===== src/rtl/cmd_pkg.sv =====
// cmd_pkg: shared state encoding, command framing constants and response-type helpers for the SD command layer.
package cmd_pkg;
    localparam int RESP_W = 136;
    localparam int CMD_W  = 40;
    localparam logic [1:0] CMD_START_BITS = 2'b01;
    localparam logic [5:0] IDX_R2  = 6'd2;
    localparam logic [5:0] IDX_CSD = 6'd9;
    localparam logic [5:0] IDX_CID = 6'd10;
    localparam logic [5:0] IDX_R3  = 6'd41;

    typedef enum logic [2:0] {
        S_IDLE,
        S_SEND,
        S_WAIT_RESP,
        S_ACK,
        S_RETRY,
        S_DONE
    } state_t;

    // R2 and R3 responses carry no index echo, so they skip header validation
    function automatic logic is_long_resp(input logic [5:0] idx);
        return idx inside {IDX_R2, IDX_CSD, IDX_CID, IDX_R3};
    endfunction
endpackage


===== src/rtl/cmd_layer_controller_if.sv =====
// cmd_layer_controller_if: host request/status and command PHY handshake bundle.
interface cmd_layer_controller_if;
    import cmd_pkg::*;
    logic              new_command;
    logic [5:0]        cmd_index;
    logic [31:0]       cmd_argument;
    logic              busy;
    logic              command_complete;
    logic [RESP_W-1:0] response_out;
    logic              cmd_error;
    logic              response_error;
    logic [CMD_W-1:0]  cmd_to_send;
    logic              phys_strobe;
    logic              phys_ack;
    logic              phys_idle;
    logic              timeout_enable;
    logic              phys_ack_out;
    logic              phys_strobe_out;
    logic [RESP_W-1:0] phys_response;
    logic              phys_timeout;

    modport master (
        input  new_command, cmd_index, cmd_argument,
        input  phys_ack_out, phys_strobe_out, phys_response, phys_timeout,
        output busy, command_complete, response_out, cmd_error, response_error,
        output cmd_to_send, phys_strobe, phys_ack, phys_idle, timeout_enable
    );

    modport slave (
        output new_command, cmd_index, cmd_argument,
        output phys_ack_out, phys_strobe_out, phys_response, phys_timeout,
        input  busy, command_complete, response_out, cmd_error, response_error,
        input  cmd_to_send, phys_strobe, phys_ack, phys_idle, timeout_enable
    );
endinterface


===== src/rtl/cmd_watchdog_counter.sv =====
// cmd_watchdog_counter: saturating cycle counter that flags when LIMIT enabled cycles have elapsed.
module cmd_watchdog_counter #(
    parameter int LIMIT = 64,
    parameter int CW = $clog2(LIMIT + 1)
) (
    input  logic          sd_clock,
    input  logic          reset,
    input  logic          clear,
    input  logic          load,
    input  logic [CW-1:0] load_value,
    input  logic          enable,
    output logic          expired
);
    logic [CW-1:0] count;

    always_ff @(posedge sd_clock or posedge reset) begin
        if (reset) count <= '0;
        else if (clear) count <= '0;
        else if (load) count <= load_value;
        else if (enable && count != CW'(LIMIT)) count <= count + 1'b1;
    end

    // the current enabled cycle is the LIMIT-th one
    assign expired = enable && (count >= CW'(LIMIT - 1));
endmodule


===== src/rtl/cmd_layer_controller.sv =====
// cmd_layer_controller: sequences one SD command through the PHY with ack watchdog, retries and response checks.
module cmd_layer_controller
    import cmd_pkg::*;
#(
    parameter int MAX_RETRIES = 2,
    parameter int ACK_TIMEOUT = 64,
    parameter int RETRY_W = 2
) (
    input logic sd_clock,
    input logic reset,
    cmd_layer_controller_if.master bus
);
    state_t state, state_n;
    logic [RETRY_W-1:0] retry;
    logic wd_expired;
    logic accept;
    logic can_retry;

    assign accept = state == S_IDLE && bus.new_command && !bus.busy;
    assign can_retry = retry < RETRY_W'(MAX_RETRIES);

    cmd_watchdog_counter #(.LIMIT(ACK_TIMEOUT)) u_watchdog (
        .sd_clock  (sd_clock),
        .reset     (reset),
        .clear     (state != S_SEND),
        .load      (1'b0),
        .load_value('0),
        .enable    (state == S_SEND),
        .expired   (wd_expired)
    );

    always_ff @(posedge sd_clock or posedge reset) begin
        if (reset) state <= S_IDLE;
        else state <= state_n;
    end

    always_comb begin
        state_n = state;
        case (state)
            S_IDLE:      state_n = accept ? S_SEND : S_IDLE;
            S_SEND:      state_n = bus.phys_ack_out ? S_WAIT_RESP : (wd_expired ? S_RETRY : S_SEND);
            S_WAIT_RESP: state_n = bus.phys_strobe_out ? S_ACK : (bus.phys_timeout ? S_RETRY : S_WAIT_RESP);
            S_ACK:       state_n = S_DONE;
            S_RETRY:     state_n = can_retry ? S_SEND : S_DONE;
            S_DONE:      state_n = S_IDLE;
            default:     state_n = S_IDLE;
        endcase
    end

    // handshake outputs follow the state one cycle later so every output is a flop
    always_ff @(posedge sd_clock or posedge reset) begin
        if (reset) begin
            bus.busy             <= 1'b0;
            bus.command_complete <= 1'b0;
            bus.response_out     <= '0;
            bus.cmd_error        <= 1'b0;
            bus.response_error   <= 1'b0;
            bus.cmd_to_send      <= '0;
            bus.phys_strobe      <= 1'b0;
            bus.phys_ack         <= 1'b0;
            bus.phys_idle        <= 1'b1;
            bus.timeout_enable   <= 1'b0;
            retry                <= '0;
        end else begin
            bus.busy             <= state != S_IDLE;
            bus.command_complete <= state == S_DONE;
            bus.phys_strobe      <= state == S_SEND;
            bus.phys_ack         <= state == S_ACK;
            bus.phys_idle        <= state inside {S_IDLE, S_RETRY, S_DONE};
            bus.timeout_enable   <= state inside {S_SEND, S_WAIT_RESP, S_ACK};
            if (accept) begin
                bus.cmd_to_send    <= {CMD_START_BITS, bus.cmd_index, bus.cmd_argument};
                bus.cmd_error      <= 1'b0;
                bus.response_error <= 1'b0;
                retry              <= '0;
            end
            if (state == S_WAIT_RESP && bus.phys_strobe_out) bus.response_out <= bus.phys_response;
            if (state == S_ACK && !is_long_resp(bus.cmd_to_send[37:32]) &&
                (bus.response_out[47:46] != 2'b00 || bus.response_out[45:40] != bus.cmd_to_send[37:32]))
                bus.response_error <= 1'b1;
            if (state == S_RETRY && can_retry) retry <= retry + 1'b1;
            if (state == S_RETRY && !can_retry) begin
                bus.cmd_error    <= 1'b1;
                bus.response_out <= '0;
            end
        end
    end
endmodule


===== src/flat_wrapper.sv =====
// flat-port wrapper written by rule: the top's interface ports become plain ports
module cmd_layer_controller_flat import cmd_pkg::*;
#(
    parameter int MAX_RETRIES = 2,
    parameter int ACK_TIMEOUT = 64,
    parameter int RETRY_W = 2
)
  (sd_clock, reset, bus_new_command, bus_cmd_index, bus_cmd_argument, bus_phys_ack_out, bus_phys_strobe_out, bus_phys_response, bus_phys_timeout, bus_busy, bus_command_complete, bus_response_out, bus_cmd_error, bus_response_error, bus_cmd_to_send, bus_phys_strobe, bus_phys_ack, bus_phys_idle, bus_timeout_enable);
  cmd_layer_controller_if bus_i ();
  input logic sd_clock;
  input logic reset;
  input wire logic [$bits(bus_i.new_command)-1:0] bus_new_command;
  input wire logic [$bits(bus_i.cmd_index)-1:0] bus_cmd_index;
  input wire logic [$bits(bus_i.cmd_argument)-1:0] bus_cmd_argument;
  input wire logic [$bits(bus_i.phys_ack_out)-1:0] bus_phys_ack_out;
  input wire logic [$bits(bus_i.phys_strobe_out)-1:0] bus_phys_strobe_out;
  input wire logic [$bits(bus_i.phys_response)-1:0] bus_phys_response;
  input wire logic [$bits(bus_i.phys_timeout)-1:0] bus_phys_timeout;
  output wire logic [$bits(bus_i.busy)-1:0] bus_busy;
  output wire logic [$bits(bus_i.command_complete)-1:0] bus_command_complete;
  output wire logic [$bits(bus_i.response_out)-1:0] bus_response_out;
  output wire logic [$bits(bus_i.cmd_error)-1:0] bus_cmd_error;
  output wire logic [$bits(bus_i.response_error)-1:0] bus_response_error;
  output wire logic [$bits(bus_i.cmd_to_send)-1:0] bus_cmd_to_send;
  output wire logic [$bits(bus_i.phys_strobe)-1:0] bus_phys_strobe;
  output wire logic [$bits(bus_i.phys_ack)-1:0] bus_phys_ack;
  output wire logic [$bits(bus_i.phys_idle)-1:0] bus_phys_idle;
  output wire logic [$bits(bus_i.timeout_enable)-1:0] bus_timeout_enable;
  assign bus_i.new_command = bus_new_command;
  assign bus_i.cmd_index = bus_cmd_index;
  assign bus_i.cmd_argument = bus_cmd_argument;
  assign bus_i.phys_ack_out = bus_phys_ack_out;
  assign bus_i.phys_strobe_out = bus_phys_strobe_out;
  assign bus_i.phys_response = bus_phys_response;
  assign bus_i.phys_timeout = bus_phys_timeout;
  assign bus_busy = bus_i.busy;
  assign bus_command_complete = bus_i.command_complete;
  assign bus_response_out = bus_i.response_out;
  assign bus_cmd_error = bus_i.cmd_error;
  assign bus_response_error = bus_i.response_error;
  assign bus_cmd_to_send = bus_i.cmd_to_send;
  assign bus_phys_strobe = bus_i.phys_strobe;
  assign bus_phys_ack = bus_i.phys_ack;
  assign bus_phys_idle = bus_i.phys_idle;
  assign bus_timeout_enable = bus_i.timeout_enable;
  cmd_layer_controller #(.MAX_RETRIES(MAX_RETRIES), .ACK_TIMEOUT(ACK_TIMEOUT), .RETRY_W(RETRY_W)) u_core (.sd_clock(sd_clock), .reset(reset), .bus(bus_i));
endmodule

===== config.mk =====
export PLATFORM = sky130hd
export DESIGN_NAME = cmd_layer_controller_flat
export DESIGN_NICKNAME = d
export VERILOG_FILES = /design/src/rtl/cmd_pkg.sv /design/src/rtl/cmd_layer_controller_if.sv /design/src/rtl/cmd_watchdog_counter.sv /design/src/rtl/cmd_layer_controller.sv /design/src/flat_wrapper.sv
export SDC_FILE = /design/constraint.sdc
export NUM_CORES = 1
export LEC_CHECK = 0
export ABC_AREA = 1
export CORE_ASPECT_RATIO = 0.7
export CORE_MARGIN = 8
export CORE_UTILIZATION = 39
export DETAILED_ROUTE_END_ITERATION = 8
export GPL_TIMING_DRIVEN = 0
export PLACE_DENSITY = 0.8
export SYNTH_ARGS = -nofsm -noshare
export SYNTH_HDL_FRONTEND = slang
export SYNTH_SLANG_ARGS = --single-unit

===== constraint.sdc =====
create_clock -name sd_clock -period 6.85 [get_ports sd_clock]
set_clock_uncertainty 0.15 [all_clocks]
set_input_delay 1.37 -clock sd_clock [delete_from_list [all_inputs] [get_ports sd_clock]]
set_output_delay 1.37 -clock sd_clock [all_outputs]
set_load 0.1 [all_outputs]

==> impl_results.md, run 1 <==
* Setup slack after layout at 3258 ps
* Area of the multi-input gates at 2659 um2
* CTS root buffer: clkbuf_16
* Syn Inst Count at 884
* Die width at 193.3 um
* Worst slack, placed at 3703 ps
* Gpl congestion at 0.7934
* IO Port Bufs at 362
* Tot GR Track Use at 0.2124
* Most common cell in the netlist: dfrtp_1
* CP Class: reg2out
* Avg WL per Cell at 18.57 um
* Post-CTS Resized at 0
* Final Core Density at 0.6104
* Seq cells post-synth at 195
* Top-level I/O count at 364
* Dominant cells by area after synthesis: dfrtp_1 57%, o21ai_2 11%, nand3_1 8.7%, inv_1 6.9%, nand2_1 5.9%
* EDFF count, synth at 0
* Clock transition at the registers of the reported paths at 70 ps
* CP peak stage delay at 1120 ps
* DRT iter0 DRCs at 416
* First-pass GRT wire length at 45510 um
* Antenna diodes at 0
* Final std cells w/o fill at 1561
* Final Slew Violations at 0
* Sequential Area at 4881 um2
* Post-CTS Setup Bufs at 0
* Syn Nets at 1066
* Dominant synthesized flop cell: dfrtp_1
* Std cell rows at 45
* Slew margin rel. at 0.2882
* Status: finished, final reports clean
* Num CTS Buffers at 17
* Seq/Total Area, Yosys at 0.5685
* FILL cells at 1750
* H-tree level count at 4
* Class of the worst hold path: reg2reg
* CTS tree: built
* Initial core utilization at 0.3971
* Worst path slowest cell: clkdlybuf4s50_1
* Crit. End Element: output pin
* Pre-antenna DRT Iters at 5
* Post-synth top cells: 194 x dfrtp_1, 158 x inv_1, 150 x nand3_1, 136 x nand2_1, 110 x o21ai_2
* Syn Std Cell Area at 8586 um2
* Critical path startpoint category: register
* Post-DP HPWL at 22260 um
* Crit path DAT at 2070 ps
* Initial antenna violation count at 0
* Die ar. at 27090 um2
* Total number of vias at 7445
* Fin crit share at 0.5243
* Largest net degree at the start of global routing at 104
* # hold bufs at CTS at 0
* Area share of the largest cell type after synthesis at 0.5654
* Longest Clk Path Bufs at 2
* Least-Margin Pin Slew at 1064 ps
* CP Buf/Inv Count at 1
* Fmax at 278.4 MHz
* DR vias/cell at 4.769
* DRC violations left at 0
* Critical Path Fanout Max at 1
* Ys Warns at 0
* Clk sinks at 195
* Ratio of cells with drive above 1 in the final layout at 0.1579
* Post-Route WL at 28990 um
* Fraction of registers with async set/reset at 1.000
* Remaining antenna violation count at 0
* Max_cap viols at 0
* RSZ-0062 raised after global routing: no
* Total congestion overflow at 0
* Final setup vio count at 0
* Syn_area_per_cell at 9.712 um2
* Crit path cell chain: clkdlybuf4s50_1
* Cell family with most CP delay: buffers and inverters
* Final nets at 1448
* Placed Cells at 1529
* Critical Path RT at 5330 ps
* Clk Latency, worst-skew pair at 430 ps
* Largest area contributor in the netlist: dfrtp_1
* Die Ht at 140.1 um
* WHS at 329.5 ps
* Vias in the first global route at 7790
* Synth cell types at 28
* Fin crit period at 3592 ps
* Synthesis-to-layout area growth at 53.70%
* Final hold viol count at 0
* Core area at 21620 um2
[cells in the final DEF (no fill, tap or decap), drive strengths merged, types with 7 or more instances in the layout]
master and count:
nor3 7, clkbuf 25, dfrtp 194, o21ai 150, clkdlybuf4s50 362, nor2 19
inv 161, buf 51, nand2 137, nand3 152
[registers in the layout, indices dropped and copies added, names as in the netlist, 2 cells and up]
name,cells
u_core.bus.response_out,136
u_core.bus.cmd_to_send,39
u_core.u_watchdog.count,7
u_core.state,3
u_core.retry,2
[metrics by stage]
| step | setup TNS [ps] | area (um2) |
|---|---|---|
| finish | 0 | 13200 |
| global route | 0 | 13200 |
| CTS | 0 | 13200 |
| detailed placement | 0 | 12600 |
| global placement | -525460 | 12560 |
| floorplan | 0 | 8586 |
[cell families after synthesis]
| family | Yosys count | share of synthesized area |
|---|---|---|
| adder cells (fa/ha/maj) | 2 | 0.002914 |
| AO/OA/AOI/OAI | 154 | 0.1382 |
| other | 1 | 0.0004368 |
| flip-flops | 195 | 0.5685 |
| XOR/XNOR | 1 | 0.001020 |
| AND/OR/NAND/NOR | 317 | 0.1672 |
| buffers and inverters | 214 | 0.1218 |
[final cells by class]
type                       count  share of cell area
buffer                        53             0.03347
clock buffer                  22             0.03518
clock inverter                10             0.01024
inverter                     161             0.04636
multi-input combinational    475              0.2015
sequential                   195              0.3699
tap                          282             0.02674
timing repair buffer         363              0.2767
[layer usage]
metal / vias to the layer above / global-route usage / share of wire
met4: 0 / 0.05493 / 0.021
met3: 36 / 0.08375 / 0.089
li1: 3563 / - / -
met5: - / 0 / 0
met1: 3558 / 0.2685 / 0.43
met2: 288 / 0.3369 / 0.46
[worst paths after layout]
check / from / endpoint / slack [ps] / depth (start not counted)
hold reg to reg: u_core.bus.cmd_error / u_core.bus.cmd_error / 330 / 2
hold / removal: u_core.bus.cmd_error / u_core.bus.cmd_error / 330 / 2
max in group asynchronous: reset / u_core.state[1] / 4300 / 3
min in group asynchronous: reset / u_core.bus.response_out[85] / 1270 / 2
setup / recovery: u_core.bus.phys_idle / bus_phys_idle / 3260 / 1
setup reg to reg: u_core.state[1] / u_core.bus.response_out[97] / 5070 / 6
Power of run 1 is left out: the tool's default activity adds up to more than one toggle a clock period on the data nets, which glitch-free logic cannot reach.
==> run 2: changes to the inputs <==
Clock period 6.85 ns to 3.25 ns, I/O delays scaled along.
==> impl_results.md, run 2 (synthesis results as in run 1) <==
* Worst slack, placed at 818.7 ps (was 3703 ps)
* Critical Path RT at 2450 ps (was 5330 ps)
* DRT iter0 DRCs at 350 (was 416)
* Crit. End Element: output pin (unchanged)
* FILL cells at 1805 (was 1750)
* Reg2Reg Depth at 6 (unchanged)
* Final nets at 1452 (was 1448)
* CTS root buffer: clkbuf_16 (unchanged)
* Min-delay src: u_core.bus.cmd_to_send[38] (was u_core.bus.cmd_error)
* # hold bufs at CTS at 0 (unchanged)
* R2r setup slk at 1460 ps (was 5070 ps)
* WHS Path Cells at 1 (was 2)
* Crit path cell chain: clkdlybuf4s50_1 (unchanged)
* Antenna diodes at 0 (unchanged)
* DRC violations left at 0 (unchanged)
* Crit path DAT at 2090 ps (was 2070 ps)
* CTS tree: built (unchanged)
* Most common cell after layout, fill and taps aside: clkdlybuf4s50_1 (unchanged)
* Top-level I/O count at 364 (unchanged)
* Vias in the first global route at 7837 (was 7790)
* Clk Latency, worst-skew pair at 430 ps (about the same)
* Fin crit share at 0.8895
* Terminus of the critical flop-to-flop path: u_core.bus.response_out[46] (was u_core.bus.response_out[97])
* Commonest non-fill, non-tap cells in the layout: 362 x clkdlybuf4s50_1, 194 x dfrtp_1, 157 x inv_1 (unchanged)
* Clock transition at the registers of the reported paths at 80 ps (was 70 ps)
* Largest regs: u_core.bus.response_out: 136 flops, u_core.bus.cmd_to_send: 39 flops, u_core.u_watchdog.count: 7 flops (unchanged)
* Clk sinks at 195 (unchanged)
* Pre-antenna DRT Iters at 5 (unchanged)
* Total number of vias at 7492 (was 7445)
* Die ar. at 27090 um2 (unchanged)
* Fin crit period at 2891 ps
* Post-Route WL at 29130 um (was 28990 um)
* Least-Margin Pin Slew at 1079 ps (was 1064 ps)
* Initial antenna violation count at 0 (unchanged)
* WHS at 328.2 ps (was 329.5 ps)
* Gpl congestion at 0.8050 (was 0.7934)
* Avg WL per Cell at 18.61 um (was 18.57 um)
* Critical Path Fanout Max at 1 (unchanged)
* H-tree level count at 4 (unchanged)
* Final setup vio count at 0 (unchanged)
* Reg with most FFs: u_core.bus.response_out (unchanged)
* Final hold viol count at 0 (unchanged)
* Fmax at 345.9 MHz
* CP Buf/Inv Count at 1 (unchanged)
* Cell family with most CP delay: buffers and inverters (unchanged)
* Largest net degree at the start of global routing at 41 (was 104)
* Post-CTS Resized at 0 (unchanged)
* Tot GR Track Use at 0.2130 (was 0.2124)
* IO Port Bufs at 362 (unchanged)
* Max reg flops at 136 (unchanged)
* Critical path startpoint category: register (unchanged)
* RSZ-0062 raised after global routing: no (unchanged)
* Worst path slowest cell: clkdlybuf4s50_1 (unchanged)
* Final Slew Violations at 0 (unchanged)
* Remaining antenna violation count at 0 (unchanged)
* Synthesis-to-layout area growth at 54.37% (was 53.70%)
* Std cell rows at 45 (unchanged)
* Hold endpoint: u_core.bus.cmd_to_send[38] (was u_core.bus.cmd_error)
* Longest Clk Path Bufs at 2 (unchanged)
* Class of the worst hold path: reg2reg (unchanged)
* Initial core utilization at 0.3971 (unchanged)
* Slew margin rel. at 0.2785 (was 0.2882)
* Ratio of cells with drive above 1 in the final layout at 0.1629 (was 0.1579)
* Die width at 193.3 um (unchanged)
* Reg-to-reg startpoint: u_core.state[1] (unchanged)
* Total congestion overflow at 0 (unchanged)
* CP peak stage delay at 1130 ps (was 1120 ps)
* Post-DP HPWL at 22620 um (was 22260 um)
* CP Class: reg2out (unchanged)
* Post-CTS Setup Bufs at 0 (unchanged)
* Die Ht at 140.1 um (unchanged)
* First-pass GRT wire length at 45350 um (was 45510 um)
* Setup slack after layout at 359.2 ps (was 3258 ps)
* Max_cap viols at 0 (unchanged)
* DR vias/cell at 4.787 (was 4.769)
* Status: finished, final reports clean (unchanged)
* Core area at 21620 um2 (unchanged)
* Num CTS Buffers at 17 (unchanged)
[run 2: cell type report]
cell class	count	area, um2	area share
Clock inverter	14	148.9	0.01123
Tap cell	282	352.8	0.02662
Inverter	161	608.1	0.04588
Timing Repair Buffer	367	3724	0.2809
Multi-Input combinational cell	475	2659	0.2006
Buffer	53	441.7	0.03332
Sequential cell	195	4881	0.3683
Clock buffer	18	439.2	0.03313
[run 2: how the worst max path moves through the flow]
stage | from | endpoint | slack [ps] | depth (start not counted)
finish | u_core.bus.phys_idle | bus_phys_idle | 360 | 1
global route | u_core.bus.phys_idle | bus_phys_idle | 310 | 1
CTS | u_core.bus.phys_idle | bus_phys_idle | 330 | 1
detailed placement | u_core.bus.phys_idle | bus_phys_idle | 820 | 1
global placement | reset | u_core.bus.response_out[6] | -1710 | 2
floorplan | reset | u_core.bus.busy | -70 | 1
[run 2: metal layers]
metal	track usage	routed length, um	vias to the layer above
li1	-	-	3564
met1	0.2507	11900	3612
met3	0.09428	2802	33
met4	0.05614	489	0
met2	0.3521	13940	283
met5	0	0	-
[run 2: metrics by stage]
step           TNS (ps)  utilization  instances  area, um2
2_1_floorplan    -13110            -        884       8589
3_3_place_gp    -328600       0.5812       1528      12570
3_5_place_dp          0       0.5858       1533      12670
4_1_cts               0       0.6130       1565      13250
5_1_grt               0       0.6130       1565      13250
6_report              0       0.6130       1565      13250
Power of run 2 is left out for the same reason.
==> run 3: changes to the inputs <==
Clock period 3.25 ns to 2.5 ns, I/O delays scaled along.
==> impl_results.md, run 3 (synthesis results as in run 1) <==
* Status: finished, final reports clean (unchanged)
* Die ar. at 27090 um2 (unchanged)
* Final Slew Violations at 0 (unchanged)
* Synthesis-to-layout area growth at 51.72% (was 54.37%)
* Final hold viol count at 0 (unchanged)
* Top-level I/O count at 364 (unchanged)
* Max Used Layer: met4 (unchanged)
* Met3 WL at 2777 um (was 2802 um)
* Largest net degree at the start of global routing at 41 (unchanged)
* Longest Clk Path Bufs at 2 (unchanged)
* Final Core Density at 0.6025 (was 0.6130)
* Max_cap viols at 0 (unchanged)
* Remaining antenna violation count at 0 (unchanged)
* Crit. End Element: output pin (unchanged)
* Post-DP HPWL at 22620 um (unchanged)
* Initial core utilization at 0.3971 (unchanged)
* Fin crit share at 0.9719
* Num CTS Buffers at 17 (unchanged)
* Core area at 21620 um2 (unchanged)
* Wire length on met1 at 11910 um (was 11900 um)
* DRC violations left at 0 (unchanged)
* Vias in the first global route at 7819 (was 7837)
* CP Class: reg2out (unchanged)
* Tot GR Track Use at 0.2126 (was 0.2130)
* Terminus of the critical flop-to-flop path: u_core.bus.response_out[40] (was u_core.bus.response_out[46])
* CTS root buffer: clkbuf_16 (unchanged)
* Avg WL per Cell at 18.59 um (was 18.61 um)
* CP Depth at 1 (unchanged)
* RSZ-0062 raised after global routing: no (unchanged)
* Metal2 WL at 13990 um (was 13940 um)
* DRT iter0 DRCs at 321 (was 350)
* CP Buf/Inv Count at 1 (unchanged)
* Clock transition at the registers of the reported paths at 80 ps (about the same)
* Final nets at 1452 (unchanged)
* R2r setup slk at 710 ps (was 1460 ps)
* Largest regs: u_core.bus.response_out: 136 flops, u_core.bus.cmd_to_send: 39 flops, u_core.u_watchdog.count: 7 flops (unchanged)
* Area after DPL at 12670 um2 (unchanged)
* IO Port Bufs at 362 (unchanged)
* Reg2Reg Depth at 6 (unchanged)
* Total congestion overflow at 0 (unchanged)
* Fmax at 411.6 MHz
* Post-Route WL at 29100 um (was 29130 um)
* Total number of vias at 7497 (was 7492)
* Class of the worst hold path: in2async (was reg2reg)
* First-pass GRT wire length at 45260 um (was 45350 um)
* FILL cells at 1890 (was 1805)
* Critical path startpoint category: register (unchanged)
* Max reg flops at 136 (unchanged)
* Reg-to-reg startpoint: u_core.state[1] (unchanged)
* Commonest non-fill, non-tap cells in the layout: 194 x dfrtp_1, 182 x dlygate4sd2_1, 179 x clkdlybuf4s50_1 (was 362 x clkdlybuf4s50_1, 194 x dfrtp_1, 157 x inv_1)
* Clk sinks at 195 (unchanged)
* Reg with most FFs: u_core.bus.response_out (unchanged)
* Post-CTS Setup Bufs at 0 (unchanged)
* Antenna diodes at 0 (unchanged)
* Worst path slowest cell: clkdlybuf4s15_1 (was clkdlybuf4s50_1)
* Clk Latency, worst-skew pair at 430 ps (about the same)
* Die width at 193.3 um (unchanged)
* CTS tree: built (unchanged)
* Ratio of cells with drive above 1 in the final layout at 0.1629 (unchanged)
* Final setup vio count at 0 (unchanged)
* H-tree level count at 4 (unchanged)
* Initial antenna violation count at 0 (unchanged)
* Slew margin rel. at 0.2864 (was 0.2785)
* Placed Cells at 1533 (unchanged)
* CP peak stage delay at 820 ps (was 1130 ps)
* Gpl congestion at 0.8050 (unchanged)
* Critical Path RT at 1850 ps (was 2450 ps)
* Total negative slack at 0 ps (unchanged)
* Pre-antenna DRT Iters at 4 (was 5)
* Fin area at 13030 um2 (was 13250 um2)
* Fin crit period at 2430 ps
* Cell family with most CP delay: buffers and inverters (unchanged)
* Critical Path Fanout Max at 1 (unchanged)
* Die Ht at 140.1 um (unchanged)
* Final std cells w/o fill at 1565 (unchanged)
* Least-Margin Pin Slew at 1075 ps (was 1079 ps)
* Crit path from: u_core.bus.phys_idle (unchanged)
* Crit path cell chain: clkdlybuf4s15_1 (was clkdlybuf4s50_1)
* Crit path DAT at 1780 ps (was 2090 ps)
* Std cell rows at 45 (unchanged)
* DR vias/cell at 4.790 (was 4.787)
* Most common cell after layout, fill and taps aside: dfrtp_1 (was clkdlybuf4s50_1)
-- run 3: final cells by class --
type | instances | area, um2 | area share
Sequential cell | 195 | 4881 | 0.3747
Timing Repair Buffer | 367 | 3496 | 0.2684
Inverter | 161 | 608.1 | 0.04668
Clock buffer | 18 | 439.2 | 0.03371
Buffer | 53 | 441.7 | 0.03391
Multi-Input combinational cell | 475 | 2659 | 0.2041
Tap cell | 282 | 352.8 | 0.02709
Clock inverter | 14 | 148.9 | 0.01143
-- run 3: stage by stage --
| stage | hold WS, ps | setup WS [ps] |
|---|---|---|
| after floorplan | 308.3 | -667.6 |
| after global placement | 305.9 | -2311 |
| after detailed placement | 311.1 | 218.7 |
| after CTS | 272.7 | 11.12 |
| after global routing | 288.1 | 21.14 |
| final | 281.6 | 70.36 |
-- run 3: layer usage --
layer / vias to the layer above / GRT usage
met5: - / 0
met4: 0 / 0.05048
met3: 28 / 0.09213
met2: 278 / 0.3547
met1: 3616 / 0.2510
li1: 3575 / -
-- run 3: worst max path at each step --
stage / endpoint / slack, ps
after floorplan: u_core.bus.busy / -670
after global placement: u_core.bus.response_out[6] / -2310
after detailed placement: bus_phys_idle / 220
after CTS: bus_phys_idle / 10
after global routing: bus_cmd_to_send[33] / 20
final: bus_phys_idle / 70
-- run 3: repair_timing --
| item | 4_1_cts | 5_1_grt |
|---|---|---|
| resized for setup | 183 | 1 |
| hold buffers | 0 | 0 |
| setup endpoints to repair | 183 | 1 |
-- run 3: worst reg2reg max path: stages, from the launching register on --
cell     delay (ps)
dfrtp_1         470
nor2_2          220
nand3_2         130
buf_2           240
buf_2           250
nand3_1         110
o21ai_0          90
Power of run 3 is left out for the same reason.
==> variant 1: new RTL, settings of run 3 <==
Set the package constant `RESP_W` to 144 (it was 136).
--- a/src/rtl/cmd_pkg.sv
+++ b/src/rtl/cmd_pkg.sv
@@ -1,5 +1,5 @@
 // cmd_pkg: shared state encoding, command framing constants and response-type helpers for the SD command layer.
 package cmd_pkg;
-    localparam int RESP_W = 136;
+    localparam int RESP_W = 144;
     localparam int CMD_W  = 40;
     localparam logic [1:0] CMD_START_BITS = 2'b01;
Ports: changed (resized bus_phys_response and bus_response_out); port bits go from 364 to 380. The function was not compared with the original's and may differ.
==> variant 1 against run 3 <==
- worst setup slack got worse by 15 ps
- maximum frequency decreased by 0.61%
- final area increased by 5.5%
- routed wire length increased by 5.1%
- sequential cell count increased by 8
- non-clock buffer count increased by 18
- area after synthesis increased by 4.6%
- synthesized cell count increased by 4.0%
- cell count increased by 5.7%
- critical path depth unchanged
- critical path type unchanged
Power is not shown: default switching activity piles up to over one toggle a cycle in this logic, so the estimate is an artifact.
==> variant 1: results (changes against run 3) <==
outcome finished, final reports clean; Post-Syn Nets 1109 (+4.0%); WL/cell 18.5 um (-0.59%); Compound-Gate Fraction of Synth Area 14.3% (+0.50 points); non-filler cells, final 1654 (+5.7%); hold_ws 232 ps (-49.5 ps); Synth Instances 919 (+4.0%); Worst path max stage delay 900 ps (+80 ps); CLK BUF 33 (+15); largest fanout on the critical path 4 (+3); # rows 46 (+2.2%); vias in the first global route 8175 (+4.6%); Area Overhead vs Synth 53.0%; Filler Cells Inserted 1927 (+2.0%); WL met2 14600 um (+4.3%); Distinct cells, synth 26 (-7.1%); post-CTS sizing 193 (+5.5%); htree depth 1 (-3); clock sink total 203 (+4.1%); worst r2r dst u_core.bus.cmd_to_send[34]; met2 GRT Util 35.6% (+0.11 points); met1 Resource Use GR 26.0% (+0.89 points); FF+latch area 0.00508 mm2 (+4.1%); IO buf count 378 (+4.4%); share of layout cells above drive strength 1 17.5% (+1.2 points); reg2reg setup slack 660 ps (-50 ps); met3 Track Usage GR 8.06% (-1.1 points)
==> variant 1: cell types whose count changed in the layout (fill, tap and decap cells not counted), moves of 6 or more <==
cell,change
clkbuf_16,+6
clkdlybuf4s50_1,+8
dfrtp_1,+8
inv_1,+8
nand3_1,+8
o21ai_0,-7
o21ai_2,+16
==> variant 1: worst max path at each step <==
stage                                     start                           to  slack (ps)
floorplan                                 reset              u_core.bus.busy        -780
global placement                          reset  u_core.bus.response_out[16]       -2480
detailed placement         u_core.bus.phys_idle                bus_phys_idle         210
CTS                  u_core.bus.cmd_to_send[35]          bus_cmd_to_send[35]           7
global route        u_core.bus.response_out[45]         bus_response_out[45]          10
finish               u_core.bus.cmd_to_send[32]          bus_cmd_to_send[32]          60
==> variant 1: cells by family (layout without fill, tap and decap cells) <==
kind of cell	after synthesis	in the layout
flip-flops	203	203
AND/OR/NAND/NOR	325	325
adder cells (fa/ha/maj)	2	2
other	1	1
AO/OA/AOI/OAI	162	162
buffers and inverters	225	648
XOR/XNOR	1	1
==> variant 2: new RTL, flow settings as in run 3 <==
Made on the original files. Reset style: synchronous (`reset`), changed in 3 clocked blocks.
--- a/src/rtl/cmd_watchdog_counter.sv
+++ b/src/rtl/cmd_watchdog_counter.sv
@@ -14,5 +14,5 @@
     logic [CW-1:0] count;
 
-    always_ff @(posedge sd_clock or posedge reset) begin
+    always_ff @(posedge sd_clock) begin
         if (reset) count <= '0;
         else if (clear) count <= '0;
--- a/src/rtl/cmd_layer_controller.sv
+++ b/src/rtl/cmd_layer_controller.sv
@@ -30,5 +30,5 @@
     );
 
-    always_ff @(posedge sd_clock or posedge reset) begin
+    always_ff @(posedge sd_clock) begin
         if (reset) state <= S_IDLE;
         else state <= state_n;
@@ -49,5 +49,5 @@
 
     // handshake outputs follow the state one cycle later so every output is a flop
-    always_ff @(posedge sd_clock or posedge reset) begin
+    always_ff @(posedge sd_clock) begin
         if (reset) begin
             bus.busy             <= 1'b0;
Formal check against the unedited RTL: differs if reset is asserted again (counterexample within 4 cycles, from zero or initial values and one cycle with reset high); with reset held inactive, the same outputs for 4 cycles.
==> variant 2 against run 3 <==
- sequential cell count unchanged
- count of clock-buffer cells in the layout up 1
- die area is 16% lower
- synthesized cell count increased by 3.2%
- sequential share of layout area is 2.9 points lower
- maximum frequency grew 0.38%
- worst setup slack gained 9.2 ps
- routed wire length decreased by 12%
- area after synthesis down 18%
- final area shrank 13%
- first-iteration DRC count rose by 27%
==> variant 2: results (changes against run 3) <==
outcome finished, final reports clean; cell area after layout 0.0113 mm2 (-13%); half-perimeter wire length after placement 20200 um (-11%); Setup crit end bus_cmd_to_send[35]; non-filler cells, final 1541 (-1.5%); Post-Synth XOR/XNOR Area 0.372% (+0.27 points); synth top area cells dfxtp_1, nand2_1, a21oi_1; Adder-Cell Fraction of Synth Area 0.354% (+0.063 points); antenna violations before repair 0 (unchanged); first-pass detailed-route iteration total 5 (+1); wl on met1 10800 um (-9.4%); cell count of the worst hold path 2; worst skew pair latency 430 ps (about the same); first-pass GRT wire length 38800 um (-14%); WL met2 12000 um (-15%); largest fanout on the critical path 4 (+3); Overall Global Routing Usage 21.7% (+0.43 points); top sig layer met4; worst r2r src u_core.state[0]; ys async rst share 0% (-100 points); placed cell area 0.0110 mm2 (-13%); Filler Cells Inserted 1604 (-15%); DR iter-0 viols 408 (+27%); pre-CTS WS 116 ps (-103 ps); met3 Track Usage GR 8.19% (-1.0 points); CTS buffer count 17 (unchanged); Synth Instances 912 (+3.2%); hold_ws 310 ps (+28.1 ps); Worst path max stage delay 900 ps (+80 ps); sequential share of the synthesized area 55.3% (-1.6 points); Hold/Removal Path Class reg -> reg; WL/cell 16.7 um (-10%); mux contribution to synthesized area 0% (unchanged); IO buf count 362 (unchanged); commonest cells in the netlist nand2_1, dfxtp_1, a21oi_1; share of layout cells above drive strength 1 5.36% (-11 points); reg2reg setup slack 550 ps (-160 ps); metal3 WL 2390 um (-14%); Compound-Gate Fraction of Synth Area 14.2% (+0.39 points); routability congestion estimate 0.832 (+3.3%); setup ws final 79.5 ps (+9.17 ps); worst r2r dst u_core.bus.response_out[61]; vias in the first global route 6958 (-11%); met1 Resource Use GR 25.5% (+0.37 points); Slew @ Worst Pin 1060 ps (-14.5 ps); slowest CP cell dlygate4sd2_1; met2 GRT Util 36.2% (+0.72 points); vias per inst 4.72 (-1.5%); Post-Syn Nets 1094 (+2.6%); crit path launch u_core.bus.cmd_to_send[35]; largest net degree at the start of global routing 18 (-56%)
## variant 2: cell count changes in the layout (fill, tap and decap cells not counted), sizes merged, moves of 5 or more
cell,delta
buf,-11
inv,-130
nor3,-5
a21oi,+143
dfxtp,+195
o21ai,-109
nor2,+84
nand3,-139
dfrtp,-194
clkbuf,+11
nand2,+166
a211oi,+8
## variant 2: power by group
| part | internal, uW | switching (uW) | total (uW) |
|---|---|---|---|
| logic | 520 | 1460 | 1980 |
| clock network | 1320 | 1240 | 2550 |
| registers | 3250 | 78.4 | 3330 |
## variant 2: area by class of cell
| class | count | share of cell area (%) |
|---|---|---|
| Multi-Input combinational cell | 627 | 23.9 |
| Tap cell | 236 | 2.61 |
| Timing Repair Buffer | 362 | 30.0 |
| Buffer | 57 | 2.99 |
| Inverter | 33 | 1.10 |
| Clock inverter | 12 | 0.908 |
| Sequential cell | 195 | 34.5 |
| Clock buffer | 19 | 3.92 |
